## config.mk

```make
export PLATFORM = sky130hd
export DESIGN_NAME = mul_div_unit
export DESIGN_NICKNAME = d
export VERILOG_FILES = /design/src/rtl/mul_div_unit.sv
export SDC_FILE = /design/constraint.sdc
export NUM_CORES = 1
export LEC_CHECK = 0
export ABC_AREA = 0
export BUFFER_PORTS_ARGS = -buffer_cell sky130_fd_sc_hd__clkbuf_2
export CORE_UTILIZATION = 50
export DETAILED_ROUTE_END_ITERATION = 16
export GPL_ROUTABILITY_DRIVEN = 0
export PLACE_DENSITY = 0.77
export SYNTH_ARGS = -nofsm -noshare
export SYNTH_HDL_FRONTEND = slang
export SYNTH_SLANG_ARGS = --single-unit
```

## constraint.sdc

```tcl
create_clock -name i_clk -period 7.7 [get_ports i_clk]
set_input_delay 0.77 -clock i_clk [delete_from_list [all_inputs] [get_ports i_clk]]
set_output_delay 0.77 -clock i_clk [all_outputs]
set_load 0.03 [all_outputs]
```

## src/rtl/mul_div_unit.sv

```systemverilog
// Iterative RV32M multiply/divide unit for the execute stage.
// Radix-2 shift-add multiply and restoring divide; one bit per cycle.
module mul_div_unit #(
  parameter int XLEN = 32
) (
  input  logic            i_clk,
  input  logic            i_rst,
  input  logic            i_start,
  input  logic [2:0]      i_op,
  input  logic [XLEN-1:0] i_a,
  input  logic [XLEN-1:0] i_b,
  output logic            o_busy,
  output logic            o_done,
  output logic [XLEN-1:0] o_result
);

  localparam int CW = $clog2(XLEN);
  localparam logic [XLEN-1:0] MIN_NEG =
    {1'b1, {(XLEN-1){1'b0}}};

  typedef enum logic [1:0] {
    S_IDLE,
    S_CALC,
    S_FIX,
    S_DONE
  } state_t;

  state_t state;
  state_t state_nxt;

  logic [2:0]        op_q;
  logic [XLEN-1:0]   b_q;
  logic [2*XLEN-1:0] acc;
  logic [CW-1:0]     cnt;
  logic              sa_q;
  logic              sb_q;
  logic [XLEN-1:0]   result_q;

  logic            accept;
  logic            a_signed;
  logic            b_signed;
  logic            sgn_a;
  logic            sgn_b;
  logic [XLEN-1:0] mag_a;
  logic [XLEN-1:0] mag_b;
  logic            b_zero;
  logic            ovf;
  logic            special;
  logic [XLEN-1:0] special_res;

  logic [XLEN:0]     mul_sum;
  logic [2*XLEN-1:0] mul_nxt;
  logic [XLEN:0]     div_sh;
  logic [XLEN:0]     div_diff;
  logic [2*XLEN-1:0] div_nxt;

  logic [2*XLEN-1:0] prod;
  logic [XLEN-1:0]   quo;
  logic [XLEN-1:0]   rem;
  logic [XLEN-1:0]   fix_res;

  assign accept = i_start &&
    ((state == S_IDLE) || (state == S_DONE));

  // operand signedness per funct3
  always_comb begin
    a_signed = 1'b0;
    b_signed = 1'b0;
    unique case (1'b1)
      (i_op == 3'd1),
      (i_op == 3'd4),
      (i_op == 3'd6): begin
        a_signed = 1'b1;
        b_signed = 1'b1;
      end
      (i_op == 3'd2): a_signed = 1'b1;
      default: ;
    endcase
  end

  assign sgn_a = a_signed & i_a[XLEN-1];
  assign sgn_b = b_signed & i_b[XLEN-1];
  assign mag_a = sgn_a ? (~i_a + 1'b1) : i_a;
  assign mag_b = sgn_b ? (~i_b + 1'b1) : i_b;

  always_comb begin
    b_zero      = (i_b == '0);
    ovf         = (i_a == MIN_NEG) && (i_b == '1) &&
                  ((i_op == 3'd4) || (i_op == 3'd6));
    special     = i_op[2] && (b_zero || ovf);
    special_res = '0;
    if (b_zero) begin
      special_res = i_op[1] ? i_a : '1;
    end else if (ovf) begin
      special_res = i_op[1] ? '0 : MIN_NEG;
    end
  end

  // acc = {partial product, multiplier} while multiplying
  always_comb begin
    mul_sum = {1'b0, acc[2*XLEN-1:XLEN]};
    if (acc[0]) begin
      mul_sum = mul_sum + {1'b0, b_q};
    end
    mul_nxt = {mul_sum, acc[XLEN-1:1]};
  end

  // acc = {remainder, dividend/quotient} while dividing
  always_comb begin
    div_sh   = {acc[2*XLEN-1:XLEN], acc[XLEN-1]};
    div_diff = div_sh - {1'b0, b_q};
    if (div_diff[XLEN]) begin
      div_nxt = {div_sh[XLEN-1:0], acc[XLEN-2:0], 1'b0};
    end else begin
      div_nxt = {div_diff[XLEN-1:0], acc[XLEN-2:0], 1'b1};
    end
  end

  always_comb begin
    prod = (sa_q ^ sb_q) ? (~acc + 1'b1) : acc;
    quo  = (sa_q ^ sb_q) ?
           (~acc[XLEN-1:0] + 1'b1) : acc[XLEN-1:0];
    rem  = sa_q ?
           (~acc[2*XLEN-1:XLEN] + 1'b1) : acc[2*XLEN-1:XLEN];
    unique case (op_q)
      3'd0:             fix_res = prod[XLEN-1:0];
      3'd1, 3'd2, 3'd3: fix_res = prod[2*XLEN-1:XLEN];
      3'd4, 3'd5:       fix_res = quo;
      default:          fix_res = rem;
    endcase
  end

  always_ff @(posedge i_clk) begin
    if (i_rst) begin
      state <= S_IDLE;
    end else begin
      state <= state_nxt;
    end
  end

  always_comb begin
    state_nxt = state;
    unique case (state)
      S_IDLE, S_DONE: begin
        if (accept) begin
          state_nxt = special ? S_DONE : S_CALC;
        end else begin
          state_nxt = S_IDLE;
        end
      end
      S_CALC: begin
        if (cnt == '0) begin
          state_nxt = S_FIX;
        end
      end
      S_FIX:   state_nxt = S_DONE;
      default: state_nxt = S_IDLE;
    endcase
  end

  always_comb begin
    o_busy   = (state == S_CALC) || (state == S_FIX);
    o_done   = (state == S_DONE);
    o_result = result_q;
  end

  always_ff @(posedge i_clk) begin
    if (i_rst) begin
      op_q     <= '0;
      b_q      <= '0;
      acc      <= '0;
      cnt      <= '0;
      sa_q     <= 1'b0;
      sb_q     <= 1'b0;
      result_q <= '0;
    end else if (accept) begin
      op_q <= i_op;
      sa_q <= sgn_a;
      sb_q <= sgn_b;
      b_q  <= mag_b;
      acc  <= {{XLEN{1'b0}}, mag_a};
      cnt  <= CW'(XLEN - 1);
      if (special) begin
        result_q <= special_res;
      end
    end else if (state == S_CALC) begin
      acc <= op_q[2] ? div_nxt : mul_nxt;
      cnt <= cnt - CW'(1);
    end else if (state == S_FIX) begin
      result_q <= fix_res;
    end
  end

endmodule

```

**Yosys cells after proc, flatten, opt, wreduce, memory -nomap -nowiden**

Cells that the tools add are included.

- Add/subtract/negate cells: 8
- Equal/unequal tests: 17
- Mux-type cells: 27
- Bitwise operators: 8
- Reduce and logical (&&, ||, !) cells: 21

Operators by type and width:

| cell | number |
|---|---|
| two-way mux 32 bit | 14 |
| two-way mux 64 bit | 3 |
| adder 32 x 1 -> 32 bit, second input constant | 4 |
| inverter 32 bit | 4 |
| one-hot mux 32 bit (3 select lines) | 1 |
| adder 64 x 1 -> 64 bit, second input constant | 1 |
| == test 32 bit, second input constant | 2 |
| inverter 64 bit | 1 |
| adder 32 x 32 -> 33 bit | 1 |
| two-way mux 33 bit | 1 |
| subtractor 33 x 32 -> 33 bit | 1 |
| zero test 32 bit | 1 |
| == test 3 bit, second input constant | 4 |
| two-way mux 5 bit | 2 |
| == test 3 x 2 -> 1 bit, second input constant | 3 |
| == test 3 x 1 -> 1 bit, second input constant | 2 |
| two-way mux 2 bit | 3 |
| one-hot mux 2 bit (3 select lines) | 1 |
| OR reduction 2 bit | 3 |
| OR reduction 3 bit | 2 |
| zero test 5 bit | 1 |
| subtractor 5 x 1 -> 5 bit, second input constant | 1 |
| == test 2 bit, second input constant | 2 |
| logical AND 1 bit | 4 |
| 12 further kinds | 19 |

- Bits in registers: 140
- Logic and storage cells: 90

**Logic depth before layout (Yosys ltp)**

Gate-level depths: netlist of run 1.

- Depth after elaboration: 8
- Depth in mapped cells: 15

**Worst setup path before layout of run 1**

Ideal clock, no wire load.

- Path kind: register -> register
- Start: register acc[32]
- End: register result_q[26], in the netlist o_result[26]
- Setup time: 0.091 ns
- Data arrival time: 3.229 ns
- Required time: 7.609 ns
- Path slack: 4.380 ns
- Cell stages (with the launch flop): 13
- Cell sequence: dfxtp_1 -> inv_1 -> ha_1 -> or3b_4 -> or3_4 -> or4_1 -> nor2_1 -> nand2_1 -> or3_1 -> o21ai_1 -> xor2_1 -> a221o_1 -> a311oi_1

- Longest elaborated chain between the ends: 7

RTL lines:

| item | RTL line | text |
|---|---|---|
| start, declared | 33 | `logic [2*XLEN-1:0] acc;` |
| start signal, assigned | 181 | `acc <= {{XLEN{1'b0}}, mag_a};` |
| start signal, assigned | 187 | `acc <= op_q[2] ? div_nxt : mul_nxt;` |
| inverter 64 bit or inverter 32 bit (tied branches) | 120, 124 |  |
| adder 64 x 1 -> 64 bit or adder 32 x 1 -> 32 bit (tied branches) | 120, 124 |  |
| two-way mux 64 bit or two-way mux 32 bit (tied branches) | 120, 123 |  |
| one-hot mux 32 bit (3 select lines) * | 125 | `unique case (op_q)` |
| two-way mux 32 bit * | 189 | `end else if (state == S_FIX) begin` |
| two-way mux 32 bit * | 186 | `end else if (state == S_CALC) begin` |
| two-way mux 32 bit * | 176 | `end else if (accept) begin` |
| end signal, assigned | 184 | `result_q <= special_res;` |
| end signal, assigned | 190 | `result_q <= fix_res;` |
| end, declared | 37 | `logic [XLEN-1:0] result_q;` |

Mark *: on every way between the ends. The rest lies on a longest branch, timed or not. The select of a mux whose other input is x is not followed.
A chain may end at the register's enable or synchronous reset.

**Final worst setup path of run 1**

- Start: register acc[32]
- End: register acc[61]

- Longest elaborated chain between the ends: 3

RTL lines:

| item | RTL line |
|---|---|
| subtractor 33 x 32 -> 33 bit or adder 32 x 32 -> 33 bit (tied branches) | 111, 103 |
| two-way mux 64 bit or two-way mux 33 bit (tied branches) | 112, 102 |
| two-way mux 64 bit * | 187 |

Mark *: on every way between the ends. The rest lies on a longest branch, timed or not.

==> results.txt, run 1 <==
Clock Path Buffers: 2
status: finished, final reports clean
Final Slew Violations: 0
drt initial violations: 2023
Async SR Flop Fraction: 0%
CP required: 8.03 ns
startpoint types: flop
Std-Cell Core Area: 27180 µm²
Combinational Power Share: 61.6%
WS Path Type: flop to flop
Mapped Nets: 2106
first-pass GRT wire length: 76.28 mm
largest net degree at the start of global routing: 109
Clock Sinks: 140
Core Rows: 60
Final nets: 2102
GRT Max-Usage Layer: met2
mapped cell area: 14000 µm²
switch share: 52.24%
Max Freq: 0.2124 GHz
hpwl dp: 35.71 mm
Rel. slew slack: 8.845%
Via density: 6.594
WP data arrival: 5.03 ns
final wirelength: 48.68 mm
port buffer count: 103
Max-Cap Viols: 0
Hold Buf Count CTS: 0
H-tree depth: 4
Post-synth EDFFs: 0
switching pwr: 2.789 mW
Setup violations, final: 0
top cells by area, synth: dfxtp_1 (20%), a21oi_1 (7.0%), ha_1 (6.6%), nor2_1 (6.2%), xnor2_1 (6.1%)
Peak VDD IR: 0.0004895 V
number of remaining DRC errors: 0
initial antenna violation count: 1
Worst Hold Class: flop to flop
post-DR wirelength/cell: 20.80 µm
vias in the first global route: 14090
Clock Pin Slew Worst Setup and Hold Paths: 0.07 ns
register area share after synthesis: 20.02%
CTS resizes: 0
Avg Inst Size Synth: 7.143 µm²
CP max FO: 31
Worst Skew: 0.02001 ns
1st-pass router iterations: 9
synthesis-stage register bit count: 140
M2 GR Usage: 51.30%
CTS buffer count: 17
Final Critical Period: 4.707 ns
post-synth top area cell: dfxtp_1
vias: 15430
clock power share: 14.7%
Static Leakage: 5.964 nW
Setup Buffers After CTS: 0
CP endpoint kind: flop
io pins: 104
die width: 169.3 µm
CTS root buffer: clkbuf_16
Setup TNS Final: 0 ns
most used standard cell by instance count after synthesis: nor2_1
Yosys top cell area share: 20.02%
die height: 169.3 µm
Fin. Hold Viols: 0
worst-margin pin slew: 1.362 ns
Routed Antenna Nets: 0
CP cell instances: inv_1 > fa_1 > nand2b_1 > a21o_1 > a211oi_1 > o21ai_0 > o21ai_0 > xor2_4 > buf_4 > inv_1 > nor2_1 > a221oi_1 > a22o_1
ant diodes: 0
RSZ-0062 raised after global routing: false
fin crit share: 61.13%
synth cell count leaders: nor2_1 (233), a21oi_1 (195), nand2_1 (141), dfxtp_1 (140), o21ai_0 (133)
Internal: 2.550 mW
met3 Use GR: 9.142%
hold slack: 0.4959 ns
worst stage delay on the critical path: 0.81 ns
sequential group share of total power: 23.7%
Tot GR Track Use: 33.68%
Initial Utilization: 51.51%
share of post-route cells with drive strength above 1: 9.807%
Yosys warning total: 0
Synth Flop Type: dfxtp_1
met1 Use GR: 44.49%
Layout area overhead: 8.187%
power density cells: 352.5 nW/µm²
CTS tree: done
GRT overflow: 0
Synth cell types: 83
clk_lat worst skew: 0.45 ns
Die ar.: 28670 µm²
critical path's slowest cell: xor2_4
Mapped Cells: 1960
[per-stage QoR]
step	total power, mW	setup slack [ns]	instances	utilization [%]	cell area [µm²]
6_report	5.339	2.993	2340	55.73	15150
5_1_grt	5.661	2.665	2340	55.73	15150
4_1_cts	5.215	3.079	2340	55.73	15150
3_5_place_dp	4.428	3.131	2309	53.78	14620
3_3_place_gp	4.363	3.335	2309	53.78	14620
2_1_floorplan	3.612	4.380	1960	-	14000
[worst max-delay path: cells and delay by family (launching register included)]
kind                     cells  cell delay (ns)
AO/OA/AOI/OAI                6             1.73
XOR/XNOR                     1             0.81
adder cells (fa/ha/maj)      1             0.43
buffers and inverters        3             0.66
flip-flops                   1             0.51
AND/OR/NAND/NOR              2             0.45
[final cells by class]
type,count,area [µm²]
tap,372,465.4
clock inverter,12,87.58
fill,2653,12030
clock buffer,19,442.9
inverter,77,289.0
sequential,140,2806
multi-input combinational,1597,10390
timing repair buffer,123,668.1
[cell families after synthesis]
logic type | count (synthesis) | synth area share [%]
adder cells (fa/ha/maj) | 76 | 6.900
buffers and inverters | 223 | 6.202
AND/OR/NAND/NOR | 618 | 21.04
XOR/XNOR | 189 | 11.88
AO/OA/AOI/OAI | 662 | 30.22
flip-flops | 140 | 20.02
multiplexers | 52 | 3.745
[layout by cell type (no fill, tap or decap), types with 22 or more instances in the layout]
| cell type | instances |
|---|---|
| a211oi_1 | 80 |
| a21o_1 | 34 |
| a21oi_1 | 195 |
| a311oi_1 | 25 |
| a31oi_1 | 22 |
| clkbuf_2 | 102 |
| dfxtp_1 | 139 |
| ha_1 | 73 |
| inv_1 | 76 |
| mux2i_1 | 49 |
| nand2_1 | 140 |
| nand3_1 | 28 |
| nor2_1 | 233 |
| nor3_1 | 46 |
| o21ai_0 | 133 |
| o31ai_1 | 25 |
| or3_1 | 30 |
| xnor2_1 | 96 |
| xor2_1 | 89 |
[power by group through the flow]
stage,registers (mW),clock network (mW),logic (mW)
after floorplan,1.18,0,2.43
after global placement,1.25,0,3.11
after detailed placement,1.26,0,3.17
after CTS,1.24,0.780,3.19
after global routing,1.28,0.813,3.57
final,1.26,0.787,3.29
[final timing paths]
path                                  start     endpoint  slack (ns)  depth (start not counted)
worst min register to register  o_result[0]  o_result[0]        0.50                          2
worst max register to register      acc[32]      acc[61]        2.99                         13
worst min-delay path            o_result[0]  o_result[0]        0.50                          2
worst max-delay path                acc[32]      acc[61]        2.99                         13
[layer usage]
metal	wire length, µm	share of wire, %
met5	12	0.025
met4	2022	4.2
met3	5829	12
met2	21050	43
met1	19770	41
[flip-flops by register name (all words and copies together) (netlist names)]
| signal | count |
|---|---|
| sb_q | 1 |
| acc | 64 |
| state | 2 |
| sa_q | 1 |
| op_q | 3 |
| o_result | 32 |
| b_q | 32 |
| cnt | 5 |
No activity file was read; power rests on OpenSTA's default activity.
==> run 2, diff against run 1 <==
clock period = 4.9 ns   (was 7.7 ns; I/O delays follow)
==> run 2 against run 1 <==
Die area unchanged. Non-clock buffer count up 12. Global-route usage up 0.62 points. Largest cell class unchanged. Register-to-register slack worse by 2.2 ns.
==> results.txt, run 2 (same netlist as run 1, synthesis figures left out) <==
Hold Buf Count CTS: 0 (unchanged)
Routed Antenna Nets: 0 (unchanged)
1st-pass router iterations: 9 (unchanged)
final wirelength: 49.48 mm (was 48.68 mm)
Biggest register: acc (unchanged)
leading cell type in the layout, fill and taps excluded: nor2_1 (unchanged)
hpwl dp: 36.11 mm (was 35.71 mm)
Die ar.: 28670 µm² (unchanged)
WS Path Type: flop to flop (unchanged)
Tot GR Track Use: 34.30% (was 33.68%)
Initial Utilization: 51.51% (unchanged)
Peak VDD IR: 0.0003912 V (was 0.0004895 V)
CP required: 5.27 ns (was 8.03 ns)
power density cells: 561.0 nW/µm² (was 352.5 nW/µm²)
Rel. slew slack: 18.62% (was 8.845%)
Static Leakage: 6.057 nW (was 5.964 nW)
CTS tree: done (unchanged)
CP max FO: 18 (was 31)
RSZ-0062 raised after global routing: false (unchanged)
worst-margin pin slew: 1.216 ns (was 1.362 ns)
Finished Layout Cells: 2352 (was 2340)
startpoint types: flop (unchanged)
CP endpoint kind: flop (unchanged)
footprint of the multi-input gates: 10390 µm² (unchanged)
post-DR wirelength/cell: 21.04 µm (was 20.80 µm)
Final nets: 2114 (was 2102)
CTS resizes: 0 (unchanged)
GRT overflow: 0 (unchanged)
die height: 169.3 µm (unchanged)
CTS root buffer: clkbuf_16 (unchanged)
register area: 2806 µm² (unchanged)
number of remaining DRC errors: 0 (unchanged)
Setup Buffers After CTS: 0 (unchanged)
port buffer count: 103 (unchanged)
Setup TNS Final: 0 ns (unchanged)
Std-Cell Core Area: 27180 µm² (unchanged)
Via density: 6.590 (was 6.594)
Fin. Hold Viols: 0 (unchanged)
Placed Instances: 2321 (was 2309)
setup slack after placement: 0.8787 ns (was 3.131 ns)
clk_lat worst skew: 0.44 ns (was 0.45 ns)
Final Critical Period: 4.124 ns (was 4.707 ns)
WP data arrival: 4.49 ns (was 5.03 ns)
drt initial violations: 2137 (was 2023)
Core Rows: 60 (unchanged)
Max Freq: 0.2425 GHz (was 0.2124 GHz)
Worst Skew: 0.01128 ns (was 0.02001 ns)
commonest non-fill, non-tap cells in the layout: nor2_1 (233), a21oi_1 (195), nand2_1 (140), dfxtp_1 (139), o21ai_0 (133) (unchanged)
Final WS setup: 0.7761 ns (was 2.993 ns)
die width: 169.3 µm (unchanged)
Max-Cap Viols: 0 (unchanged)
Pwr Total: 8.585 mW (was 5.339 mW)
share of post-route cells with drive strength above 1: 10.40% (was 9.807%)
H-tree depth: 4 (unchanged)
io pins: 104 (unchanged)
Setup violations, final: 0 (unchanged)
ant diodes: 0 (unchanged)
vias in the first global route: 14310 (was 14090)
Clock Sinks: 140 (unchanged)
FILL cells: 2586 (was 2653)
largest net degree at the start of global routing: 59 (was 109)
Layout area overhead: 9.313% (was 8.187%)
final core utilization: 56.31% (was 55.73%)
Clock Path Buffers: 2 (unchanged)
Worst Hold Class: primary input to flop (was flop to flop)
Final Slew Violations: 0 (unchanged)
first-pass GRT wire length: 77.41 mm (was 76.28 mm)
initial antenna violation count: 1 (unchanged)
Clock Pin Slew Worst Setup and Hold Paths: 0.07 ns (about the same)
max FFs per register: 64 (unchanged)
fin crit share: 84.16% (was 61.13%)
CTS buffer count: 17 (unchanged)
vias: 15500 (was 15430)
status: finished, final reports clean (unchanged)
==> run 2: changes by cell type in the layout (fill, tap and decap cells not counted) <==
cell        previous run  this run
clkbuf_8               1         0
bufinv_16              0         2
inv_8                  0         1
clkinvlp_4             5         3
clkinv_2               3         1
clkinv_4               0         2
buf_12                 0         1
inv_6                  4         5
clkbuf_1               1         0
buf_4                 21        32
==> run 2: worst paths after layout <==
check,cells after the start,endpoint,slack (ns),startpoint
setup / recovery,13,acc[62],0.78,acc[32]
hold / removal,3,op_q[0],0.33,i_op[0]
setup reg to reg,13,acc[62],0.78,acc[32]
hold reg to reg,2,o_result[25],0.50,o_result[25]
==> run 2: report_power, final <==
part / internal [mW] / leakage, nW / switching [mW]
Combinational: 1.93 / 4.63 / 3.34
Sequential: 1.46 / 1.15 / 0.493
Clock: 0.759 / 0.279 / 0.599
Total: 4.15 / 6.06 / 4.44
==> run 2: worst max-delay path, cell delays in order (launching register included) <==
cell      delay [ns]
dfxtp_1         0.51
inv_1           0.15
fa_1            0.42
nand2b_1        0.21
a21o_1          0.19
a211oi_1        0.47
o21ai_0         0.20
o21ai_0         0.51
xor2_4          0.31
buf_4           0.28
mux2i_1         0.10
a21oi_1         0.16
or3b_1          0.37
a31oi_1         0.14
==> run 2: cell type report <==
cell class	count	area share [%]
clock buffer	17	2.780
multi-input combinational	1597	67.87
inverter	77	1.889
timing repair buffer	135	5.036
tap	372	3.041
sequential	140	18.34
clock inverter	14	1.047
==> run 2: per-stage QoR <==
step,hold slack [ns],cell area [µm²]
after floorplan,0.4492,14000
after global placement,0.4838,14720
after detailed placement,0.4844,14720
after CTS,0.3242,15300
after global routing,0.3444,15300
final,0.3347,15300
==> run 2: metal layers <==
metal | global-route usage (%) | wire, µm | vias to the layer above
li1 | - | - | 7162
met4 | 19.19 | 2895 | 2
met3 | 7.906 | 5882 | 227
met1 | 44.95 | 19680 | 7129
met5 | 0 | 12 | -
met2 | 51.73 | 21020 | 980
